### src/rtl/fetch_unit_pkg.sv
// Shared types and constants for the instruction-fetch stage.
package fetch_unit_pkg;

  localparam int unsigned INSTR_W = 32;
  localparam int unsigned ADDR_W_DEFAULT = 32;

  localparam logic [INSTR_W-1:0] INSTR_NOP = 32'h0000_0000;
  localparam logic [ADDR_W_DEFAULT-1:0] RESET_PC_DEFAULT = 32'h0000_0000;

  typedef enum logic [1:0] {
    S_IDLE  = 2'd0,
    S_FETCH = 2'd1,
    S_HOLD  = 2'd2,
    S_DRAIN = 2'd3
  } fetch_state_e;

endpackage

### src/rtl/fetch_unit_if_id_reg.sv
// IF/ID pipeline register: loads a fetched word or inserts a bubble (bubble keeps pc4).
module fetch_unit_if_id_reg
  import fetch_unit_pkg::*;
#(
  parameter int unsigned ADDR_W = ADDR_W_DEFAULT
) (
  input  logic               clk,
  input  logic               rst,
  input  logic               load,
  input  logic               bubble,
  input  logic [INSTR_W-1:0] instr_d,
  input  logic [ADDR_W-1:0]  pc4_d,
  output logic [INSTR_W-1:0] id_instr,
  output logic [ADDR_W-1:0]  id_pc4,
  output logic               id_valid
);

  always_ff @(posedge clk or posedge rst) begin
    if (rst) begin
      id_instr <= INSTR_NOP;
      id_pc4   <= '0;
      id_valid <= 1'b0;
    end else if (bubble) begin
      id_instr <= INSTR_NOP;
      id_valid <= 1'b0;
    end else if (load) begin
      id_instr <= instr_d;
      id_pc4   <= pc4_d;
      id_valid <= 1'b1;
    end
  end

endmodule

### src/rtl/fetch_unit.sv
// IF stage: PC, req/ack fetch FSM with one-word fetch buffer, feeding the IF/ID register.
module fetch_unit
  import fetch_unit_pkg::*;
#(
  parameter int unsigned        ADDR_W   = ADDR_W_DEFAULT,
  parameter logic [ADDR_W-1:0]  RESET_PC = ADDR_W'(RESET_PC_DEFAULT)
) (
  input  logic               clk,
  input  logic               rst,
  input  logic               wpcir,
  input  logic               cu_branch,
  input  logic [ADDR_W-1:0]  branch_target,
  output logic               imem_req,
  output logic [ADDR_W-1:0]  imem_addr,
  input  logic               imem_ack,
  input  logic [INSTR_W-1:0] imem_rdata,
  output logic [ADDR_W-1:0]  pc,
  output logic [INSTR_W-1:0] if_instr,
  output logic               if_valid,
  output logic [INSTR_W-1:0] id_instr,
  output logic [ADDR_W-1:0]  id_pc4,
  output logic               id_valid
);

  fetch_state_e       state, state_nxt;
  logic [ADDR_W-1:0]  pc_nxt, pc_plus4, req_addr;
  logic [INSTR_W-1:0] fb, fb_nxt;
  logic               fb_valid, fb_valid_nxt;
  logic               fetch_ack, avail;
  logic               id_load, id_bubble;

  assign pc_plus4  = pc + ADDR_W'(4);
  assign fetch_ack = (state == S_FETCH) && imem_ack;
  assign avail     = fb_valid || fetch_ack;

  // Request is a decode of state so reset drops it immediately; address comes from a latch
  // so a redirect during an outstanding fetch cannot disturb it.
  assign imem_req  = (state == S_FETCH) || (state == S_DRAIN);
  assign imem_addr = req_addr;
  assign if_valid  = avail;
  assign if_instr  = fb_valid ? fb : (fetch_ack ? imem_rdata : INSTR_NOP);

  always_comb begin
    state_nxt    = state;
    pc_nxt       = pc;
    fb_nxt       = fb;
    fb_valid_nxt = fb_valid;
    id_load      = 1'b0;
    id_bubble    = 1'b0;
    if (cu_branch) begin
      pc_nxt       = branch_target;
      fb_valid_nxt = 1'b0;
      id_bubble    = 1'b1;
      case (state)
        S_FETCH, S_DRAIN: state_nxt = imem_ack ? S_FETCH : S_DRAIN;
        default:          state_nxt = S_FETCH;
      endcase
    end else if (wpcir) begin
      if (avail) begin
        id_load      = 1'b1;
        pc_nxt       = pc_plus4;
        fb_valid_nxt = 1'b0;
        state_nxt    = S_FETCH;
      end else begin
        id_bubble = 1'b1;
        state_nxt = ((state == S_DRAIN) && !imem_ack) ? S_DRAIN : S_FETCH;
      end
    end else begin
      case (state)
        S_IDLE:  state_nxt = S_FETCH;
        S_FETCH: begin
          if (imem_ack) begin
            fb_nxt       = imem_rdata;
            fb_valid_nxt = 1'b1;
            state_nxt    = S_HOLD;
          end
        end
        S_DRAIN: begin
          if (imem_ack) state_nxt = S_FETCH;
        end
        default: state_nxt = state;
      endcase
    end
  end

  always_ff @(posedge clk or posedge rst) begin
    if (rst) begin
      state    <= S_IDLE;
      pc       <= RESET_PC;
      fb       <= INSTR_NOP;
      fb_valid <= 1'b0;
      req_addr <= RESET_PC;
    end else begin
      state    <= state_nxt;
      pc       <= pc_nxt;
      fb       <= fb_nxt;
      fb_valid <= fb_valid_nxt;
      if (state_nxt == S_FETCH) req_addr <= pc_nxt;
    end
  end

  fetch_unit_if_id_reg #(
    .ADDR_W(ADDR_W)
  ) u_if_id (
    .clk      (clk),
    .rst      (rst),
    .load     (id_load),
    .bubble   (id_bubble),
    .instr_d  (fb_valid ? fb : imem_rdata),
    .pc4_d    (pc_plus4),
    .id_instr (id_instr),
    .id_pc4   (id_pc4),
    .id_valid (id_valid)
  );

endmodule

### config.mk
export PLATFORM = sky130hd
export DESIGN_NAME = fetch_unit
export DESIGN_NICKNAME = d
export VERILOG_FILES = /design/src/rtl/fetch_unit_pkg.sv /design/src/rtl/fetch_unit_if_id_reg.sv /design/src/rtl/fetch_unit.sv
export SDC_FILE = /design/constraint.sdc
export NUM_CORES = 1
export LEC_CHECK = 0
export BUFFER_PORTS_ARGS = -buffer_cell sky130_fd_sc_hd__buf_2
export CORE_ASPECT_RATIO = 1.75
export CORE_UTILIZATION = 47
export DETAILED_ROUTE_END_ITERATION = 16
export PLACE_DENSITY = 0.76
export SLEW_MARGIN = 15
export SYNTH_ARGS = -nofsm -noshare
export SYNTH_HDL_FRONTEND = slang
export SYNTH_SLANG_ARGS = --single-unit
### constraint.sdc
create_clock -name clk -period 4.8 [get_ports clk]
set_clock_uncertainty 0.2 [all_clocks]
set_input_delay 0.24 -clock clk [delete_from_list [all_inputs] [get_ports clk]]
set_output_delay 0.24 -clock clk [all_outputs]
set_load 0.01 [all_outputs]
==> flow_summary.ini <==
[finish]
synthToLayoutAreaGrowth_pct = 32.36
diodes = 0
fillerInstances = 1296
nNetsFinal = 1076
drive_above_1_share_pct = 33.37
multi_input_area_sq_um = 3317
ff_latch_area_sq_um = 4105

[worst_setup_path]
start_kind = flip-flop
slowest_stage = dfrtp_2
crit_chain = buf_4, nor2_2, buf_4, nor2_1, buf_2
worstSetupEndpointType = primary output
critPathBufInv = 3
crit_required_ns = 4.36
cp_slowest_stage_delay_ns = 0.78
crit_fanout = 32
path_common_cell = buf_4
path_delay_family = buffers and inverters
cp.arrival_ns = 2.34
critPathKind = flip-flop to primary output

[grt]
gr-total-overflow = 0
grt.total_usage_pct = 26.90
first_global_vias = 6987
grt_pass1_wl_um = 35090
antenna_found_initial = 0
grt_max_degree = 165

[floorplanning]
coreArea_sq_um = 15950
die_y_um = 171.3
row_count = 61
die_width_um = 98.77
pin_count = 232
die_area_sq_um = 16920
start_util_pct = 48.28

[sta]
fin_crit_sh_pct = 57.99
maxSlewViolCount = 0
finalSetupTns_ns = 0
worstMarginPinSlew_ns = 0.9869
setup_ws_ns = 2.017
min_period_ns = 2.783
slew_headroom_pct = 34.21
grt_setup_unrepaired = false
hold_viol_final = 0
fmax_ghz = 0.3593
setup_viol = 0

[placed_design]
routabilityCongestion = 0.9228
pre_cts_slack_ns = 2.001
io_buffers = 231
dp.final_hpwl_um = 15050

[synth]
syn-num-nets = 803
seq_area_frac_synth_pct = 53.29
synth-seq-cells = 164
async_reset_ff_share_pct = 100.0
netlist_area_sq_um = 7701
yosys.cell_types.count = 52
synth_edf_count = 0
ys.warnings.count = 0
synthCells = 733
syn_area_per_cell_sq_um = 10.51
synth_flop_cell = dfrtp_1

[run_status]
outcome = finished clean

[detailed_routing]
first_iter_violations = 307
via_per_inst = 5.565
antenna_left = 0
vias = 6723
dr.pass1.iters = 5
drc = 0
wl_um = 22140
avgRoutedWirePerCell_um = 18.32

[clocking]
clk_path_buf_depth = 2
cts_max_level = 4
insertion_delay_ns = 0.42
clock_sink_count = 164
cts-buffers-inserted = 17
clkSlewWorstSetupHoldPaths_ns = 0.07
tritoncts = yes
ctsResizeCount = 0
cts_root_buf = clkbuf_16
cts_setup_buffers = 0

[power]
power_per_cell_area_nw_per_um2 = 395.0
leakage_nw = 4.706
power_mw = 4.026
vdd_drop_max_mv = 0.2443

[hold_path]
min_path_type = primary input to flip-flop

[run]
maxCapViolations = 0
-- synth_stat cells (2+ instances only) --
cell type,count,area share (%)
dfrtp_1,164,53
nand2_1,100,4.9
o21ai_0,70,4.5
nor2_1,58,2.8
mux2_2,53,7.7
mux2i_1,32,4.2
xnor2_1,28,3.2
clkbuf_1,26,1.3
nand3_1,19,1.2
xor2_1,17,1.9
buf_2,15,0.97
a21oi_1,13,0.84
nand4_1,12,0.97
and3_1,11,0.89
o211ai_1,11,1.1
nor3_1,9,0.58
o311ai_0,7,0.80
buf_4,6,0.58
mux2_1,6,0.88
nor4_1,6,0.49
or4_1,6,0.58
inv_1,5,0.24
o31ai_1,5,0.49
a31oi_1,4,0.32
and2_1,4,0.32
buf_1,4,0.19
nor2b_1,4,0.32
o21ai_1,4,0.26
a211oi_1,3,0.29
and4_1,3,0.34
buf_6,3,0.44
a21o_1,2,0.19
o2111ai_1,2,0.23
o21ai_2,2,0.23
o311ai_1,2,0.23
-- flip-flops by register name (all words and copies together) (netlist names) --
register / flops
u_if_id.id_pc4: 32
fb_valid: 1
state: 2
pc: 32
u_if_id.id_valid: 1
fb: 32
u_if_id.id_instr: 32
imem_addr: 32
-- metrics by stage --
step	hold WS (ns)	cells	util, %	instance area, sq um
2_1_floorplan	0.1609	733	-	7705
3_3_place_gp	0.2563	1110	56.00	8932
3_5_place_dp	0.2649	1110	56.00	8932
4_1_cts	0.1291	1208	63.90	10190
5_1_grt	0.1631	1208	63.90	10190
6_report	0.1411	1208	63.90	10190
-- kinds of logic (layout without fill, tap and decap cells) --
group	after synthesis	after routing	synth area share, %
simple gates	240	240	14.31
flops	164	164	53.29
compound gates	133	133	10.63
mux	91	91	12.79
buf+inv	59	345	3.704
xor+xnor	45	45	5.118
fa+ha+maj	1	1	0.1624
-- layout make-up --
class                           instances  area share (%)
Multi-Input combinational cell        510           32.54
Inverter                                5          0.2209
Sequential cell                       164           40.27
Clock inverter                         14           1.583
Clock buffer                           18           4.308
Tap cell                              189           2.320
Timing Repair Buffer                  308           18.76
-- per-layer routing --
layer,up-vias,track usage (%),share of wire (%)
met3,75,5.404,4.4
met5,-,0,0
li1,3129,-,-
met2,243,48.46,53
met4,0,16.42,5.2
met1,3276,28.74,37
-- worst paths after layout --
kind / start / end / slack, ns / depth (start not counted)
min: cu_branch / pc[9]$_DFF_PP0_ / 0.14 / 3
min reg2reg: u_if_id.id_pc4[15]$_DFFE_PP0P_ / u_if_id.id_pc4[15]$_DFFE_PP0P_ / 0.28 / 2
max in group asynchronous: rst / fb[12]$_DFFE_PP0P_ / 3.24 / 4
max reg2reg: fb_valid$_DFFE_PP0P_ / imem_addr[20]$_DFFE_PP0N_ / 2.02 / 5
min in group asynchronous: rst / u_if_id.id_pc4[0]$_DFFE_PP0P_ / 0.35 / 4
max: fb_valid$_DFFE_PP0P_ / if_instr[12] / 2.02 / 5
-- cell usage in the layout (no fill, tap or decap), types with 3 or more instances in the layout --
cell,instances
buf_2,231
dfrtp_1,163
nand2_1,100
o21ai_0,70
dlygate4sd3_1,66
nor2_1,56
mux2_2,53
mux2i_1,32
xnor2_1,28
nand3_1,19
xor2_1,17
clkbuf_16,17
a21oi_1,13
nand4_1,12
o211ai_1,11
and3_1,11
buf_4,10
nor3_1,9
o311ai_0,7
inv_6,7
nor4_1,6
mux2_1,6
or4_1,6
o31ai_1,5
inv_1,4
and2_1,4
nor2b_1,4
o21ai_1,4
a31oi_1,4
and4_1,3
a211oi_1,3
clkinvlp_4,3
-- tightest hold or removal path: stages --
cell and delay, ns:
buf_2 0.27, nand2_1 0.13, o21ai_1 0.07
-- report_power, final --
part | internal, mW | switching, mW
Combinational | 0.392 | 0.440
Clock | 0.797 | 0.595
Sequential | 1.62 | 0.178
-- repair_timing --
item                                    in CTS  in global routing
endpoints found under the hold margin      264                  0
hold buffers                                66                  0
endpoints found under the setup margin       0                  0
(Power assumes the default switching activity.)
